### src/rtl/core_dispatch_scheduler.sv
// Round-robin idle-core offer logic with busy tracking and dispatch accounting.
// Optional per-core watchdog reclaim is enabled by defining CORE_TIMEOUT_EN.
module core_dispatch_scheduler #(
  parameter int unsigned CORES          = 4,
  parameter int unsigned TIMEOUT_CYCLES = 1000000,
  localparam int unsigned IW            = $clog2(CORES)
) (
  input  logic             clk,
  input  logic             reset,
  input  logic [CORES-1:0] core_enable,
  input  logic [CORES-1:0] core_done,
  input  logic             dispatch_valid,
  input  logic [IW-1:0]    dispatch_core,
  input  logic             clear_errors,
  output logic             core_valid,
  output logic [IW-1:0]    core_id,
  output logic [CORES-1:0] busy_mask,
  output logic [31:0]      dispatch_count,
  output logic             protocol_error,
  output logic [CORES-1:0] timeout_mask
);

  if (CORES < 2 || TIMEOUT_CYCLES == 0) begin : g_invalid_params
  end

  logic [IW-1:0]    last_grant;
  logic [CORES-1:0] reclaim;
  logic [CORES-1:0] busy_cleared;
  logic [CORES-1:0] dispatch_onehot;
  logic [CORES-1:0] busy_next;
  logic [CORES-1:0] cand;
  logic [IW-1:0]    lg_next;
  logic [IW-1:0]    pick;
  logic [31:0]      scan_idx;
  logic             in_range;
  logic             legal;
  logic             done_err;
  logic             hold;
  logic             found;
  logic             next_valid;
  logic             err_next;

  if (CORES == (1 << IW)) begin : g_full_range
    assign in_range = 1'b1;
  end else begin : g_part_range
    assign in_range = (32'(dispatch_core) < CORES);
  end

  always_comb begin
    busy_cleared    = busy_mask & ~core_done & ~reclaim;
    done_err        = |(core_done & ~busy_mask);
    legal           = dispatch_valid & in_range & ~busy_cleared[dispatch_core]
                      & core_enable[dispatch_core];
    dispatch_onehot = legal ? (CORES'(1) << dispatch_core) : '0;
    busy_next       = busy_cleared | dispatch_onehot;
    lg_next         = legal ? dispatch_core : last_grant;
    cand            = ~busy_next & core_enable;
    hold            = core_valid & ~dispatch_valid & cand[core_id];
    err_next        = clear_errors ? 1'b0
                      : (protocol_error | done_err | (dispatch_valid & ~legal));
    // Scan starts one past the most recent grant so every enabled core gets a turn.
    found    = 1'b0;
    pick     = core_id;
    scan_idx = '0;
    for (int unsigned k = 1; k <= CORES; k++) begin
      scan_idx = (32'(lg_next) + k) % CORES;
      if (!found && cand[scan_idx[IW-1:0]]) begin
        found = 1'b1;
        pick  = scan_idx[IW-1:0];
      end
    end
    next_valid = hold | found;
  end

  always_ff @(posedge clk or posedge reset) begin
    if (reset) begin
      busy_mask      <= '0;
      last_grant     <= IW'(CORES - 1);
      core_valid     <= 1'b0;
      core_id        <= '0;
      dispatch_count <= '0;
      protocol_error <= 1'b0;
    end else begin
      busy_mask      <= busy_next;
      last_grant     <= lg_next;
      core_valid     <= next_valid;
      core_id        <= hold ? core_id : pick;
      dispatch_count <= dispatch_count + 32'(legal);
      protocol_error <= err_next;
    end
  end

`ifdef CORE_TIMEOUT_EN
  logic [31:0] busy_cnt [CORES];

  always_comb begin
    reclaim = '0;
    for (int unsigned i = 0; i < CORES; i++) begin
      reclaim[i] = busy_mask[i] & ~core_done[i] & (busy_cnt[i] == TIMEOUT_CYCLES - 1);
    end
  end

  always_ff @(posedge clk or posedge reset) begin
    if (reset) begin
      for (int unsigned i = 0; i < CORES; i++) busy_cnt[i] <= '0;
      timeout_mask <= '0;
    end else begin
      for (int unsigned i = 0; i < CORES; i++) begin
        if (dispatch_onehot[i])   busy_cnt[i] <= '0;
        else if (busy_cleared[i]) busy_cnt[i] <= busy_cnt[i] + 32'd1;
        else                      busy_cnt[i] <= '0;
      end
      timeout_mask <= clear_errors ? '0 : (timeout_mask | reclaim);
    end
  end
`else
  assign reclaim      = '0;
  assign timeout_mask = '0;
`endif

endmodule

### config.mk
export PLATFORM = sky130hd
export DESIGN_NAME = core_dispatch_scheduler
export DESIGN_NICKNAME = d
export VERILOG_FILES = /design/src/rtl/core_dispatch_scheduler.sv
export SDC_FILE = /design/constraint.sdc
export NUM_CORES = 1
export LEC_CHECK = 0
export CAP_MARGIN = 20
export CORE_MARGIN = 4
export CORE_UTILIZATION = 30
export DETAILED_ROUTE_END_ITERATION = 12
export PLACE_DENSITY_LB_ADDON = 0.1
export REMOVE_ABC_BUFFERS = 1
export SLEW_MARGIN = 30
export SYNTH_ARGS = -nofsm -noshare
export SYNTH_HDL_FRONTEND = slang
export SYNTH_SLANG_ARGS = --single-unit
### constraint.sdc
create_clock -name clk -period 6.5 [get_ports clk]
set_input_delay 1.625 -clock clk [delete_from_list [all_inputs] [get_ports clk]]
set_output_delay 1.625 -clock clk [all_outputs]
set_load 0.02 [all_outputs]
==> results.json, run 1 <==
{
  "htree_num_levels": 2,
  "drc": 0,
  "fp-row-count": 31,
  "grt_max_degree": 43,
  "setup_viol": 0,
  "status": "completed",
  "cts-root-buf": "clkbuf_8",
  "vias": 1911,
  "cts_setup_buffers": 0,
  "max_freq_mhz": 211,
  "min_period_ns": 4.75,
  "area_delta_synth_final_pct": 31.1,
  "hold_slack_ns": 0.480,
  "rsz0062_at_grt": "no",
  "grt_pass1_vias": 1819,
  "hold_buffers": 0,
  "die-area_um2": 9290,
  "die_y_um": 96.4,
  "arrival_ns": 4.93,
  "routed_via_density": 4.85,
  "port_buffers": 53,
  "rr_endpoint": "dispatch_count[24]",
  "r2r_setup_slack_ns": 3.43,
  "clock-sinks": 42,
  "dp_hpwl_mm": 4.13,
  "gp_congestion": 0.845,
  "crit_type": "in2reg",
  "drive_gt1_share_pct": 7.46,
  "p_leak_nw": 1.29,
  "hold_viol": 0,
  "cap_violations": 0,
  "synth_area_per_cell_um2": 9.81,
  "cp-end-kind": "flop",
  "antenna_found_initial": 0,
  "overflow": 0,
  "path_delay_family": "simple AND/OR/NAND/NOR gates",
  "start_util_pct": 31.7,
  "synth_ff_type": "dfrtp_1",
  "cts.repair.resized": 0,
  "worstHoldStart": "dispatch_count[31]",
  "core_um2": 7410,
  "diodes": 0,
  "drt-total-wl_mm": 5.57,
  "synth_edf_count": 0,
  "holdCritPathClass": "reg2reg",
  "globalRouteTotalUtil_pct": 12.6,
  "timing.slew.headroom_pct": 63.6,
  "die_x_um": 96.4,
  "worstMarginPinSlew_ns": 0.545,
  "power_density_nw_per_um2": 241,
  "synth_cell_types": 55,
  "synth_warnings": 0,
  "synthArstFlopShare_pct": 100,
  "reg2reg_from": "busy_mask[1]",
  "critPathBufInv": 2,
  "peakVddDrop_uv": 132,
  "layout_commonest_cell": "clkdlybuf4s50_1",
  "fin_area_um2": 3070,
  "reg2reg_depth": 12,
  "cts_tree": "done",
  "most-common-layout-cells": "53 x clkdlybuf4s50_1, 40 x dfrtp_1, 26 x nand2_1",
  "slowest_stage": "clkdlybuf4s50_1",
  "fin_setup_tns_ns": 0,
  "path_clk_slew_ns": 0.08,
  "grt_pass1_wl_mm": 9.11,
  "placed_area_um2": 2960,
  "drtIter0Drc": 70,
  "wl_per_cell_um": 14.1,
  "io_pins": 58,
  "ys_ff_latch": 42,
  "crit_required_ns": 6.68,
  "hold_depth": 1,
  "clk_latency_ns": 0.29,
  "cts_buffers": 5,
  "nNetsFinal": 310,
  "max_stage_delay_ns": 0.81,
  "synth_cells": 239,
  "syn_area_um2": 2340,
  "clockBufferDepth": 2,
  "slew_viol_final": 0,
  "ant_nets": 0,
  "first_pass_iters": 4,
  "min_to": "dispatch_count[31]",
  "start_kind": "primary input",
  "fin_skew_ns": 0.00480,
  "path_max_fanout": 16,
  "min_period_over_period_pct": 73.0,
  "path_cells": "clkdlybuf4s50_1 > nor2_1 > a21boi_0 > or3_4 > inv_1 > ha_1 > ha_1 > and3_1 > nand3_1 > nor2_1 > and3_1 > nand3_1 > xnor2_1",
  "yosysSeqAreaShare_pct": 44.9
}
[cell usage after synthesis (2+ instances only)]
master     count  area [um2]
a21oi_1        6        30.0
and3_1        10        62.6
nand4_1        3        18.8
nor2b_1        3        18.8
a21o_1         3        22.5
xnor2_1       25         219
mux2i_1        2        20.0
inv_1         13        48.8
nand2_1       26        97.6
xor2_1         5        43.8
o22ai_1        2        12.5
nand2b_1       6        37.5
dfstp_2        2        52.6
clkbuf_1       3        11.3
nand3_1       20         100
o2111ai_1      2        17.5
buf_4          4        30.0
and4_1         3        26.3
a32o_1         2        20.0
ha_1           2        25.0
a211oi_1       5        37.5
nor3_1         2        10.0
dfrtp_1       40        1000
a21boi_0       2        15.0
nor2_1         8        30.0
o21ai_0        9        45.0
o211ai_1       3        22.5
[layer usage]
metal,wire [um],vias to the layer above,GRT usage [%]
li1,-,952,-
met1,2810,913,17.6
met2,2470,44,19.4
met3,245,2,2.56
met4,47,0,4.21
met5,0,-,0
[metrics by stage]
step | power (W) | std cells | worst slack (ns) | util [%]
5_1_grt | 0.000783 | 394 | 1.44 | 41.5
3_3_place_gp | 0.000536 | 386 | 1.55 | 40.0
4_1_cts | 0.000753 | 394 | 1.74 | 41.5
6_report | 0.000739 | 394 | 1.75 | 41.5
3_5_place_dp | 0.000533 | 386 | 1.45 | 40.0
2_1_floorplan | 0.000441 | 233 | 2.53 | -
[state kept, by name, indices dropped and copies added (netlist names)]
signal	cells
last_grant	2
busy_mask	4
protocol_error	1
core_id	2
core_valid	1
dispatch_count	32
[area by class of cell]
| type | instances | area (um2) |
|---|---|---|
| clock inverters | 3 | 43.8 |
| flip-flops and latches | 42 | 1050 |
| repair buffers | 54 | 538 |
| multi-input cells | 177 | 1190 |
| inverters | 14 | 52.6 |
| clock buffers | 5 | 68.8 |
| well taps | 99 | 124 |
| fillers | 713 | 4340 |
[kinds of logic after synthesis]
group	count (synthesis)	synth area share [%]
other cells	1	0.160
compound gates	51	17.4
fa+ha+maj	2	1.07
simple gates	88	19.7
mux	2	0.854
flops	42	44.9
buf+inv	23	4.70
xor+xnor	30	11.2
[worst max path at each step]
stage          slack (ns)            endpoint             start  cells past startpoint
3_3_place_gp         1.55  dispatch_count[28]  dispatch_core[0]                     13
5_1_grt              1.44  dispatch_count[24]  dispatch_core[0]                     13
2_1_floorplan        2.53  dispatch_count[28]  dispatch_core[1]                     12
3_5_place_dp         1.45  dispatch_count[24]  dispatch_core[0]                     13
4_1_cts              1.74  dispatch_count[24]  dispatch_core[0]                     13
6_report             1.75  dispatch_count[24]  dispatch_core[0]                     13
[where the power goes]
group | leakage [nW] | internal (W) | total (W) | switching [W]
Clock | 0.0585 | 0.000115 | 0.000212 | 0.0000968
Combinational | 0.692 | 0.0000980 | 0.000205 | 0.000107
Sequential | 0.544 | 0.000290 | 0.000322 | 0.0000321
[worst register-to-register path, stage by stage, from the launching register on]
cell     delay (ns)
dfrtp_1        0.41
nor2b_1        0.16
o221a_1        0.28
or3_4          0.41
inv_1          0.07
ha_1           0.21
ha_1           0.23
and3_1         0.30
nand3_1        0.14
nor2_1         0.21
and3_1         0.29
nand3_1        0.12
xnor2_1        0.14
(Power assumes the default switching activity.)
==> inputs of run 2 (changes only) <==
Clock period 6.5 ns to 4.8 ns, I/O delays scaled along.
==> results.json, run 2 (synthesis gave the netlist of run 1 again) <==
{
  "io_pins": 58,
  "setup_ws_ns": 0.668,
  "seq_area_um2": 1050,
  "path_clk_slew_ns": 0.08,
  "cts-root-buf": "clkbuf_8",
  "top_regs": "dispatch_count (32), busy_mask (4)",
  "cts_buffers": 5,
  "n_fill_cell": 742,
  "hold_slack_ns": 0.492,
  "drtIter0Drc": 57,
  "die_y_um": 96.4,
  "globalRouteTotalUtil_pct": 12.8,
  "most-common-layout-cells": "53 x clkdlybuf4s50_1, 40 x dfrtp_1, 26 x nand2_1",
  "overflow": 0,
  "status": "completed",
  "holdCritPathClass": "reg2reg",
  "ant_nets": 0,
  "grt_max_degree": 43,
  "cap_violations": 0,
  "grt_pass1_vias": 1824,
  "reg2reg_depth": 12,
  "arrival_ns": 4.30,
  "rr_endpoint": "dispatch_count[24]",
  "r2r_setup_slack_ns": 1.81,
  "fp-row-count": 31,
  "nNetsFinal": 313,
  "max_stage_delay_ns": 0.57,
  "antenna_found_initial": 0,
  "fin_skew_ns": 0.0127,
  "clk_latency_ns": 0.29,
  "start_kind": "primary input",
  "reg2reg_from": "busy_mask[1]",
  "power_density_nw_per_um2": 306,
  "worstSetupPathDepth": 13,
  "hold_buffers": 0,
  "routed_via_density": 4.79,
  "port_buffers": 53,
  "peakVddDrop_uv": 145,
  "path_delay_family": "simple AND/OR/NAND/NOR gates",
  "crit_required_ns": 4.97,
  "cts_setup_buffers": 0,
  "clock-sinks": 42,
  "slowest_stage": "clkdlybuf4s50_1",
  "min_period_ns": 4.13,
  "timing.slew.headroom_pct": 63.6,
  "htree_num_levels": 2,
  "setup_viol": 0,
  "area_delta_synth_final_pct": 30.9,
  "diodes": 0,
  "slew_viol_final": 0,
  "endpoint": "dispatch_count[24]",
  "largest_register_ffs": 32,
  "start_util_pct": 31.7,
  "wl_per_cell_um": 14.1,
  "path_max_fanout": 11,
  "die_x_um": 96.4,
  "top_register": "dispatch_count",
  "die-area_um2": 9290,
  "first_pass_iters": 4,
  "cp-end-kind": "flop",
  "fin_setup_tns_ns": 0,
  "dp_slack_ns": 0.366,
  "hold_viol": 0,
  "core_um2": 7410,
  "vias": 1902,
  "critPathLaunch": "dispatch_core[1]",
  "drc": 0,
  "min_period_over_period_pct": 86.1,
  "layout_commonest_cell": "clkdlybuf4s50_1",
  "max_freq_mhz": 242,
  "rsz0062_at_grt": "no",
  "dp_hpwl_mm": 4.16,
  "worstMarginPinSlew_ns": 0.547,
  "path_cells": "clkdlybuf4s50_1 > nand2b_4 > o221a_1 > or3_4 > inv_1 > ha_1 > ha_1 > and3_1 > nand3_1 > nor2_1 > and3_1 > nand3_1 > xnor2_1",
  "drive_gt1_share_pct": 8.05,
  "crit_type": "in2reg",
  "critPathBufInv": 2,
  "p_leak_nw": 1.30,
  "cts_tree": "done",
  "cts.repair.resized": 0,
  "grt_pass1_wl_mm": 9.20,
  "clockBufferDepth": 2,
  "gp_congestion": 0.824,
  "multi_input_area_um2": 1190,
  "drt-total-wl_mm": 5.58
}
-- run 2: cell type report --
type | instances | area share [%]
Clock inverter | 2 | 0.448
Sequential cell | 42 | 34.3
Multi-Input combinational cell | 177 | 38.9
Tap cell | 99 | 4.04
Timing Repair Buffer | 57 | 18.3
Clock buffer | 6 | 2.36
Inverter | 14 | 1.71
-- run 2: worst register-to-register path, stage by stage, from the launching register on --
cell,delay (ns)
dfrtp_1,0.40
nor2b_1,0.16
o221a_1,0.27
or3_4,0.41
inv_1,0.08
ha_1,0.22
ha_1,0.24
and3_1,0.20
nand3_1,0.11
nor2_1,0.24
and3_1,0.32
nand3_1,0.12
xnor2_1,0.14
-- run 2: layer usage --
metal | vias to the layer above | GRT usage, % | share of wire (%)
met3 | 4 | 3.56 | 4.5
met5 | - | 0 | 0
met4 | 0 | 3.15 | 0.79
met2 | 40 | 18.9 | 44
li1 | 961 | - | -
met1 | 897 | 18.5 | 51
-- run 2: where the power goes --
part	switching (W)	internal [W]
Sequential	0.0000409	0.000393
Combinational	0.000147	0.000134
Clock	0.000122	0.000103
-- run 2: through the flow --
stage	power, W	instances	util (%)	area [um2]
floorplan	0.000597	233	-	2300
global placement	0.000724	389	40.3	2980
detailed placement	0.000722	389	40.3	2980
CTS	0.000957	397	41.4	3070
global route	0.00100	397	41.4	3070
finish	0.000939	397	41.4	3070
-- run 2: how the worst min path moves through the flow --
stage	from	endpoint	slack, ns	cells past startpoint
2_1_floorplan	dispatch_count[31]	dispatch_count[31]	0.58	1
3_3_place_gp	dispatch_count[15]	dispatch_count[15]	0.48	1
3_5_place_dp	dispatch_count[11]	dispatch_count[11]	0.48	1
4_1_cts	dispatch_count[11]	dispatch_count[11]	0.49	1
5_1_grt	dispatch_count[11]	dispatch_count[11]	0.52	1
6_report	dispatch_count[31]	dispatch_count[31]	0.49	1
